==> config.mk <==
export PLATFORM = sky130hd
export DESIGN_NAME = regfile_mp
export DESIGN_NICKNAME = d
export VERILOG_FILES = /design/src/rtl/regfile_mp.sv
export SDC_FILE = /design/constraint.sdc
export NUM_CORES = 2
export LEC_CHECK = 0
export CELL_PAD_IN_SITES_DETAIL_PLACEMENT = 2
export CELL_PAD_IN_SITES_GLOBAL_PLACEMENT = 2
export CORE_ASPECT_RATIO = 0.8
export CORE_MARGIN = 10
export CORE_UTILIZATION = 28
export CTS_CLUSTER_SIZE = 12
export DETAILED_ROUTE_END_ITERATION = 10
export PLACE_DENSITY = 0.66
export SLEW_MARGIN = 20
export SYNTH_ARGS = -nofsm -noshare
export SYNTH_HDL_FRONTEND = slang
export SYNTH_SLANG_ARGS = --single-unit
==> constraint.sdc <==
create_clock -name clk -period 36.5 [get_ports clk]
set_clock_uncertainty 0.1 [all_clocks]
set_input_delay 3.65 -clock clk [delete_from_list [all_inputs] [get_ports clk]]
set_output_delay 3.65 -clock clk [all_outputs]
set_load 0.03 [all_outputs]
==> src/rtl/regfile_mp.sv <==
// Multi-port register file with load scoreboard; top index is the PC (reads return R15).
// Optional `REGFILE_BYPASS_EN forwards same-cycle write data and load-completion busy state to readers.
module regfile_mp #(
  parameter int unsigned DATA_W = 32,
  parameter int unsigned NREGS  = 16,
  parameter int unsigned NRD    = 3,
  parameter int unsigned ADDR_W = $clog2(NREGS)
) (
  input  logic                    clk,
  input  logic                    rst,
  input  logic                    WE_A,
  input  logic [ADDR_W-1:0]       WA_A,
  input  logic [DATA_W-1:0]       WD_A,
  input  logic                    WE_B,
  input  logic [ADDR_W-1:0]       WA_B,
  input  logic [DATA_W-1:0]       WD_B,
  input  logic                    MARK,
  input  logic [ADDR_W-1:0]       MARK_REG,
  input  logic [DATA_W-1:0]       R15,
  input  logic [NRD*ADDR_W-1:0]   RA,
  output logic [NRD*DATA_W-1:0]   RD,
  output logic [NRD-1:0]          BUSY,
  output logic                    ANY_BUSY
);

  localparam logic [ADDR_W-1:0] PC_IDX = ADDR_W'(NREGS - 1);

  // The PC slot exists in the arrays only to keep indexing simple; it is never written.
  logic [DATA_W-1:0] regs [NREGS];
  logic [NREGS-1:0]  busy_q;

  always_ff @(posedge clk or posedge rst) begin
    if (rst) begin
      for (int unsigned i = 0; i < NREGS; i++) begin
        regs[i] <= '0;
      end
      busy_q <= '0;
    end else begin
      // Port A is assigned last so it wins a same-register collision.
      if (WE_B && (WA_B < PC_IDX)) regs[WA_B] <= WD_B;
      if (WE_A && (WA_A < PC_IDX)) regs[WA_A] <= WD_A;
      // MARK is applied after the WE_B clear so a simultaneous set wins.
      if (WE_B && (WA_B < PC_IDX))         busy_q[WA_B]     <= 1'b0;
      if (MARK && (MARK_REG < PC_IDX))     busy_q[MARK_REG] <= 1'b1;
    end
  end

  always_comb begin
    RD   = '0;
    BUSY = '0;
    for (int unsigned i = 0; i < NRD; i++) begin
      logic [ADDR_W-1:0] a;
      logic [DATA_W-1:0] d;
      logic              b;
      a = RA[i*ADDR_W +: ADDR_W];
      d = '0;
      b = 1'b0;
      if (a == PC_IDX) begin
        d = R15;
      end else if (a < PC_IDX) begin
        d = regs[a];
        b = busy_q[a];
`ifdef REGFILE_BYPASS_EN
        // Forwarding is suppressed during reset so readers see the cleared state.
        if (!rst) begin
          if (WE_A && (WA_A == a))      d = WD_A;
          else if (WE_B && (WA_B == a)) d = WD_B;
          if (WE_B && (WA_B == a) && !(MARK && (MARK_REG == a))) b = 1'b0;
        end
`endif
      end
      RD[i*DATA_W +: DATA_W] = d;
      BUSY[i]                = b;
    end
  end

  assign ANY_BUSY = |busy_q;

endmodule

==> qor.csv <==
metric,value,unit
status,finished clean,
ctsResizeCount,0,
cts_tree,done,
synth_top_family_by_area,multiplexers,
maxUsedRoutingLayer,met5,
synthAdderAreaFrac,0,%
portBuffers,224,
htree_levels,3,
grt_first_pass_wirelength,247000,µm
final.period_utilization,30.9,%
min_period,11.28,ns
post_synth_and_or_nand_nor_area_fraction,8.60,%
crit_slowest_cell,clkdlybuf4s50_1,
switching_share,35.8,%
grt_pass1_vias,33600,
clkPwrFrac,30.9,%
dpl_cell_area,38600,µm²
remaining_drc_errors,0,
path_class,input pin to output pin,
worstPathArrival,7.53,ns
root_buffer,clkbuf_16,
path_delay_family,buffers and inverters,
setup_violations,0,
maxCapViolCount,0,
synth_largest_area_cell,dfrtp_1,
min_path_type,flop to flop,
yosysWarnings,0,
fin_util,32.6,%
synthXorXnorAreaFrac,0,%
rows,116,
crit_fanout,42,
crit_top_cell,buf_4,
synth_area_per_cell,10.0,µm²
dieArea,142000,µm²
vias_per_cell,6.03,
slowest_delay,0.80,ns
hold_violations,0,
p_seq_share,37.8,%
routedWlPerCell,32.5,µm
fp.dieW,419,µm
worstReg2RegStart,regs[467]$_DFF_PP0_,
clk_path_buf_depth,3,
initial_core_util,28.3,%
layout-drive-gt1-share,14.0,%
ys.flop_type,dfrtp_1,
dpl.hpwl,99400,µm
cts_setup_buffers,0,
numCtsBuffers,67,
clock_latency,0.63,ns
wl,169000,µm
io_pins,225,
stdcell_area,40900,µm²
crit_buf_inv,4,
synth_nets,3672,
comb_power_share,31.3,%
synth-edff-count,0,
hold_buffers,0,
critPathCaptureType,output pin,
met2_wirelength,80200,µm
totalPowerFinal,2.25,mW
core,126000,µm²
intPower,1.44,mW
synth_most_common_cell,mux2i_1,
p_leak,16.4,nW
hp-start,busy_q[15]$_DFF_PP0_,
r2r_slack,35.49,ns
wl_met3,8550,µm
ir_worst_vdd,0.0348,mV
muxShareOfSynthArea,33.8,%
synth_area_leaders,"dfrtp_1 35%, mux2i_1 20%, mux4_2 13%",
final-max-slew-violation-count,0,
hold_end,busy_q[15]$_DFF_PP0_,
grt_max_degree,141,
r2r_cells,2,
ant_nets,0,
yosysSeqAreaShare,34.9,%
synth_compound_area_share,17.1,%
grt.overflow.total,0,
nets,3628,
worst_pin_slew,1.19,ns
hold_depth,0,
ys_seq_elements,496,
setup_tns,0,ns
synth.distinct_cells,45,
grt_use_total,23.1,%
synthArstFlopShare,100,%
rsz0062_at_grt,no,
drt-met1-wl,76400,µm
startpoint_type,input pin,
cp_cell_sequence,buf_6 > buf_4 > nand2b_2 > buf_4 > o22ai_1 > a31oi_1 > o21ai_0 > clkdlybuf4s50_1,
antenna_found_initial,11,
netlist_instances,3547,
area_growth,15.0,%
p_per_area,54.9,nW/µm²
syn_area,35600,µm²
cp.required,32.75,ns
place_congestion,0.786,
synth_top_area_share,34.9,%
first_iter_violations,2419,
drtPass1Iterations,6,
die_height,339,µm
power_switching,805,µW
synthTopCellsByCount,"708 x mux2i_1, 496 x dfrtp_1, 344 x o21ai_0",
path_clk_slew,0.06,ns
cts.sinks,496,
max_freq,88.6,MHz
route.vias.total,31400,
reg2reg_to,regs[467]$_DFF_PP0_,
max_slew_margin,20.8,%
## final cells by class
type | instances | area, µm²
Timing Repair Buffer | 286 | 2780
Clock inverter | 20 | 214
Sequential cell | 496 | 12400
Inverter | 4 | 22.5
Clock buffer | 99 | 2050
Fill cell | 13600 | 84700
Multi-Input combinational cell | 2648 | 21400
Antenna cell | 3 | 7.51
Tap cell | 1652 | 2070
## cells by family (layout without fill, tap and decap cells)
family | count (synthesis) | count (layout)
compound gates | 1020 | 1020
mux | 945 | 945
simple gates | 683 | 683
flops | 496 | 496
buf+inv | 403 | 409
other cells | 0 | 3
## state kept, by name, indices dropped and copies added (netlist names)
name,flops
regs,480
busy_q,16
## layer usage
layer | GRT usage (%) | vias up
li1 | - | 13200
met1 | 31.5 | 17000
met2 | 37.9 | 967
met3 | 3.44 | 210
met4 | 6.01 | 2
met5 | 0 | -
## per-stage QoR
step                      instances  setup slack [ns]  hold WS [ns]
after floorplan                3547             18.90         0.330
after global placement         5083             25.27         0.271
after detailed placement       5084             25.24         0.276
after CTS                      5203             25.20         0.294
after global routing           5208             25.09         0.307
final                          5208             25.22         0.290
## cells in the final DEF (no fill, tap or decap), types with 20 or more instances in the layout
cell | netlist | routed
nor2_1 | 292 | 289
nand2b_1 | 67 | 61
dfrtp_1 | 496 | 496
nor2b_1 | 67 | 62
mux2i_1 | 708 | 708
a31oi_1 | 60 | 60
mux4_2 | 201 | 201
buf_4 | 40 | 58
a22oi_1 | 66 | 66
o221a_2 | 36 | 36
o21ai_1 | 26 | 26
o21ai_0 | 344 | 344
clkbuf_16 | 0 | 70
o22ai_1 | 92 | 92
nand2_1 | 211 | 206
o221ai_1 | 39 | 39
a21oi_1 | 288 | 288
clkbuf_8 | 0 | 20
mux2_2 | 36 | 36
clkdlybuf4s50_1 | 0 | 212
a211o_1 | 60 | 60
## power groups by stage
stage	Combinational, mW	Clock (mW)	Sequential, mW
after floorplan	0.494	0	0.794
final	0.704	0.695	0.850
after global routing	0.759	0.729	0.871
after global placement	0.684	0	0.840
after detailed placement	0.704	0	0.850
after CTS	0.707	0.707	0.843
## worst max path at each step
stage,start,endpoint,depth (start not counted)
floorplan,rst,busy_q[0]$_DFF_PP0_,1
global placement,RA[8],RD[95],8
detailed placement,RA[8],RD[95],8
CTS,RA[4],RD[46],8
global route,RA[4],RD[46],8
finish,RA[8],RD[95],8
Power figures use the tool's default switching activity.
